## src/rtl/uart_pkg.sv

```systemverilog
// rtl/uart_pkg.sv - shared states and frame constants for the 16x-oversampled 8N1 UART
package uart_pkg;

    localparam int OVERSAMPLE = 16;
    localparam int HALF_BIT   = OVERSAMPLE / 2;
    localparam int DATA_BITS  = 8;
    localparam int CNT_W      = $clog2(OVERSAMPLE);
    localparam int IDX_W      = $clog2(DATA_BITS);

    typedef enum logic [1:0] {IDLE, START, DATA, STOP} rx_state_t;
    typedef enum logic [1:0] {TX_IDLE, TX_START, TX_DATA, TX_STOP} tx_state_t;

endpackage

```

## src/rtl/uart_tx.sv

```systemverilog
// rtl/uart_tx.sv - 8N1 serialiser; busy drops in the last stop cycle so frames can abut
module uart_tx
    import uart_pkg::*;
(
    input  logic                 clk,
    input  logic                 reset,
    input  logic                 start,
    input  logic [DATA_BITS-1:0] tx_byte,
    output logic                 tx,
    output logic                 busy
);

    tx_state_t            state, next;
    logic [CNT_W-1:0]     cnt;
    logic [IDX_W-1:0]     idx;
    logic [DATA_BITS-1:0] shreg;
    logic                 last;
    logic                 load;

    assign last = (cnt == CNT_W'(OVERSAMPLE - 1));
    assign busy = !(state == TX_IDLE || (state == TX_STOP && last));
    assign load = start && !busy;

    always_comb begin
        next = state;
        if (load) begin
            next = TX_START;
        end else begin
            case (state)
                TX_START: if (last) next = TX_DATA;
                TX_DATA:  if (last && idx == IDX_W'(DATA_BITS - 1)) next = TX_STOP;
                TX_STOP:  if (last) next = TX_IDLE;
                default:  next = state;
            endcase
        end
    end

    always_ff @(posedge clk) begin
        if (reset) begin
            state <= TX_IDLE;
            cnt   <= '0;
            idx   <= '0;
            shreg <= '0;
            tx    <= 1'b1;
        end else begin
            state <= next;
            if (load || next != state || state == TX_IDLE || last) begin
                cnt <= '0;
            end else begin
                cnt <= cnt + 1'b1;
            end
            if (load) begin
                shreg <= tx_byte;
                idx   <= '0;
                tx    <= 1'b0;
            end else if (last) begin
                case (state)
                    TX_START: tx <= shreg[0];
                    TX_DATA: begin
                        if (next == TX_STOP) begin
                            tx <= 1'b1;
                        end else begin
                            shreg <= shreg >> 1;
                            tx    <= shreg[1];
                            idx   <= idx + 1'b1;
                        end
                    end
                    default: tx <= 1'b1;
                endcase
            end
        end
    end

endmodule

```

## src/rtl/uart_echo.sv

```systemverilog
// rtl/uart_echo.sv - 8N1 receiver with optional echo transmitter (enabled by UART_ECHO_EN)
module uart_echo
    import uart_pkg::*;
(
    input  logic                 clk,
    input  logic                 reset,
    input  logic                 b,
    output logic                 tx,
    output logic [DATA_BITS-1:0] data,
    output logic                 ready
);

    rx_state_t            rx_state, rx_next;
    logic [CNT_W-1:0]     cnt;
    logic [IDX_W-1:0]     idx;
    logic [DATA_BITS-1:0] shreg;
    logic                 tick_last;
    logic                 mid_start;
    logic                 accept;

    assign tick_last = (cnt == CNT_W'(OVERSAMPLE - 1));
    assign mid_start = (cnt == CNT_W'(HALF_BIT - 1));

    always_comb begin
        rx_next = rx_state;
        accept  = 1'b0;
        case (rx_state)
            IDLE:  if (!b) rx_next = START;
            START: if (mid_start) rx_next = b ? IDLE : DATA;
            DATA:  if (tick_last && idx == IDX_W'(DATA_BITS - 1)) rx_next = STOP;
            STOP: begin
                if (tick_last) begin
                    rx_next = IDLE;
                    accept  = b;
                end
            end
            default: rx_next = IDLE;
        endcase
    end

    // Counter restarts on every state change, so later samples land mid-bit.
    always_ff @(posedge clk) begin
        if (reset) begin
            rx_state <= IDLE;
            cnt      <= '0;
            idx      <= '0;
            shreg    <= '0;
            data     <= '0;
            ready    <= 1'b0;
        end else begin
            rx_state <= rx_next;
            ready    <= accept;
            if (accept) data <= shreg;
            if (rx_state == IDLE || rx_next != rx_state || tick_last) begin
                cnt <= '0;
            end else begin
                cnt <= cnt + 1'b1;
            end
            if (rx_state == START) idx <= '0;
            if (rx_state == DATA && tick_last) begin
                shreg <= {b, shreg[DATA_BITS-1:1]};
                idx   <= idx + 1'b1;
            end
        end
    end

`ifdef UART_ECHO_EN
    logic                 tx_busy;
    logic                 tx_start;
    logic                 buf_full;
    logic [DATA_BITS-1:0] buf_byte;
    logic [DATA_BITS-1:0] tx_byte;

    assign tx_start = !tx_busy && (buf_full || ready);
    assign tx_byte  = buf_full ? buf_byte : data;

    // Buffered byte goes first; a new arrival in the same cycle takes its place.
    always_ff @(posedge clk) begin
        if (reset) begin
            buf_full <= 1'b0;
            buf_byte <= '0;
        end else if (ready && !(tx_start && !buf_full)) begin
            buf_full <= 1'b1;
            buf_byte <= data;
        end else if (tx_start) begin
            buf_full <= 1'b0;
        end
    end

    uart_tx u_tx (
        .clk     (clk),
        .reset   (reset),
        .start   (tx_start),
        .tx_byte (tx_byte),
        .tx      (tx),
        .busy    (tx_busy)
    );
`else
    assign tx = 1'b1;
`endif

endmodule

```

## config.mk

```make
export PLATFORM = sky130hd
export DESIGN_NAME = uart_echo
export DESIGN_NICKNAME = d
export VERILOG_FILES = /design/src/rtl/uart_pkg.sv /design/src/rtl/uart_tx.sv /design/src/rtl/uart_echo.sv
export SDC_FILE = /design/constraint.sdc
export NUM_CORES = 1
export LEC_CHECK = 0
export BUFFER_PORTS_ARGS = -buffer_cell sky130_fd_sc_hd__buf_2
export CAP_MARGIN = 5
export CORE_UTILIZATION = 42
export CTS_CLUSTER_DIAMETER = 60
export DETAILED_ROUTE_END_ITERATION = 8
export GPL_ROUTABILITY_DRIVEN = 0
export PLACE_DENSITY_LB_ADDON = 0.25
export REMOVE_ABC_BUFFERS = 1
export SLEW_MARGIN = 20
export SYNTH_ARGS = -nofsm -noshare
export SYNTH_HDL_FRONTEND = slang
export SYNTH_SLANG_ARGS = --single-unit
```

## constraint.sdc

```tcl
create_clock -name clk -period 3.1 [get_ports clk]
set_input_delay 0.155 -clock clk [delete_from_list [all_inputs] [get_ports clk]]
set_output_delay 0.155 -clock clk [all_outputs]
set_load 0.05 [all_outputs]
```

==> metrics <==
outcome complete, no violations; Nets 137; Die Area 3030 µm²; Synth Area in Compound Gates 23.4%; Worst path slowest cell dfxtp_1; Yosys reg bits 26; clk_skew 3.48 ps; Worst path max stage delay 730 ps; share of the synthesized area in the top cell type 44.1%; Syn Area/Cell 9.08 µm²; first-pass GRT wire length 3310 µm; library cells used by synthesis 33; Initial Utilization 46.0%; layout cells sized above 1 16.2%; clock latency on the worst-skew pair 320 ps; largest net degree at the start of global routing 26; drt drc 0; switching share of power 22.2%; total net switching power 118 µW; chip height 55 µm; highest clock rate 0.623 GHz; Worst EP arrival 1820 ps; Sum Neg Setup Slack 0 ps; initial antenna violation count 0; Least-Margin Pin Slew 608 ps; die width 55 µm; Avg Vias per Cell 5.84; CTS Buf Count 3; commonest non-fill, non-tap cell in the layout dfxtp_1; mux cell area share after synthesis 0%; max layer used met4; crit path kind reg2reg; CP Capture Type flop; largest family of logic cells by synthesized area compound AO/OA/AOI/OAI gates; via count of the first global-routing pass 773; met3 wire length 73 µm; Synth Cell Area 1180 µm²; Setup-failing EPs final 0; worst min path class in2reg; maximum clock path buffer count 2; num rows 18; post-placement cell count 156; crit share post-route 51.8%; hold_buf cts 0; Sequential Power Share 64.3%; Util after Layout 46.4%; Vias 934; setup slack, reg-to-reg 1490 ps; number of nets still failing antenna checks after routing 0; DR WL/cell 13.4 µm; TritonCTS Sinks 26; Crit path required time 3310 ps; Non-Filler Instances 160; RR Endpoint data[6]$_SDFFE_PP0P_; xor/xnor cell area share of the yosys netlist 0.742%; Int Pwr 413 µW; most used flip-flop cell after synthesis dfxtp_1; Clk pwr share 32.0%; ANT cells 0; sequential area share after synthesis 44.1%; Async SR Flop Fraction 0%; Yosys warning count 0; Post-Syn Instances 130; Setup Fix Bufs, Post-CTS 0; Max Slew Vio Count 0; Min Hold Slack 117 ps; unrepaired setup endpoints after global routing no; Comb pwr share 3.7%; final hold viol count 0; pwr dens 446 nW/µm²; worst-path cell chain nand3_1 -> o21ai_0 -> a21oi_1; hold path startpoint b; H-tree levels 1; CTS resizes 0; M1 WL 961 µm; cell taking the most area after synthesis dfxtp_1; total I/O pin count 13; post-synthesis adder-cell area fraction 3.18%; Routed met2 length 1090 µm; Core ar. 2570 µm²; Multi-input gate area 539 µm²; Pleak 0.000435 µW; Synth-to-Final Area Change 1.06%; clock slew at reported path FFs 130 ps; simple-gate portion of the synthesized area 18.0%; CP max FO 19; Starting DRT DRC Count 21; Max-slew headroom 59.4%; Congestion Overflow GR 0; Reg-to-Reg Start rx_state[0]$_SDFF_PP0_; Worst Reg-to-Reg Cells 3; TritonCTS clock tree yes; clk root buf clkbuf_4; max_cap viols 0; synth top area cells dfxtp_1, nand3_1, a21oi_1; Worst Hold End shreg[7]$_SDFFE_PP0P_; CP startpoint kind flop; minimum clock period 1610 ps; GRT Total Usage 15.5%; Max rail drop VDD 324 µV; number of fill cells 277; Hold Path Depth 3; drt pass-1 iters 4; number of enable flip-flop cells after synthesis 0; DRT Wirelength 2150 µm; Reg area 520 µm²; post-DP HPWL 1490 µm; Port Buf Inserts 11; commonest cells after routing, fill and taps aside dfxtp_1, nand3_1, a21oi_1, o21ai_0, buf_2
-- critical path: cells and delay by family, from the launching register on --
family | cells | cell delay (ps)
flops | 1 | 730
simple gates | 1 | 410
compound gates | 2 | 350
-- routing by layer --
layer,track usage (%),vias to the layer above
met3,5.74,5
met1,18.2,445
met2,26.5,13
met5,0,-
li1,-,471
met4,3.75,0
-- how the worst max path moves through the flow --
| stage | start | end |
|---|---|---|
| 2_1_floorplan | cnt[0]$_SDFF_PP0_ | idx[0]$_SDFFE_PP0P_ |
| 3_3_place_gp | rx_state[0]$_SDFF_PP0_ | data[7]$_SDFFE_PP0P_ |
| 3_5_place_dp | cnt[0]$_SDFF_PP0_ | data[5]$_SDFFE_PP0P_ |
| 4_1_cts | cnt[0]$_SDFF_PP0_ | data[5]$_SDFFE_PP0P_ |
| 5_1_grt | rx_state[0]$_SDFF_PP0_ | data[6]$_SDFFE_PP0P_ |
| 6_report | rx_state[0]$_SDFF_PP0_ | data[6]$_SDFFE_PP0P_ |
-- power by group through the flow --
stage	clock network [µW]	registers [µW]	logic (µW)
2_1_floorplan	0	348	11.2
3_3_place_gp	0	349	19.3
3_5_place_dp	0	349	19.6
4_1_cts	175	342	19.6
5_1_grt	184	342	21.6
6_report	170	342	19.4
-- logic make-up after synthesis --
family                   count (synthesis)
XOR/XNOR                                 1
AO/OA/AOI/OAI                           48
AND/OR/NAND/NOR                         35
other                                    1
adder cells (fa/ha/maj)                  3
flip-flops                              26
buffers and inverters                   16
-- final cells by class --
| class | count | share of cell area [%] |
|---|---|---|
| inverters | 1 | 0.315 |
| multi-input cells | 88 | 45.2 |
| repair buffers | 11 | 4.62 |
| clock buffers | 4 | 3.04 |
| flip-flops and latches | 26 | 43.7 |
| well taps | 30 | 3.15 |
-- stage by stage --
stage / setup slack, ps / total power, µW / instance area, µm²
floorplan: 1720 / 359 / 1060
global placement: 1560 / 368 / 1160
detailed placement: 1520 / 369 / 1160
CTS: 1500 / 536 / 1190
global route: 1260 / 548 / 1190
finish: 1490 / 531 / 1190
-- cell usage after synthesis, types with 2 or more instances --
library cell / count
o21ai_0: 16
buf_2: 2
nor3_1: 2
clkbuf_1: 4
o21bai_1: 2
ha_1: 3
buf_6: 7
dfxtp_1: 26
a21oi_1: 20
o211ai_1: 3
nand3_1: 22
nor2_1: 2
-- sequential cells by signal, summed over array words and instances, names as in the netlist --
register,count
data,8
shreg,8
cnt,4
idx,3
rx_state,2
ready,1
No activity file was read; power rests on OpenSTA's default activity.
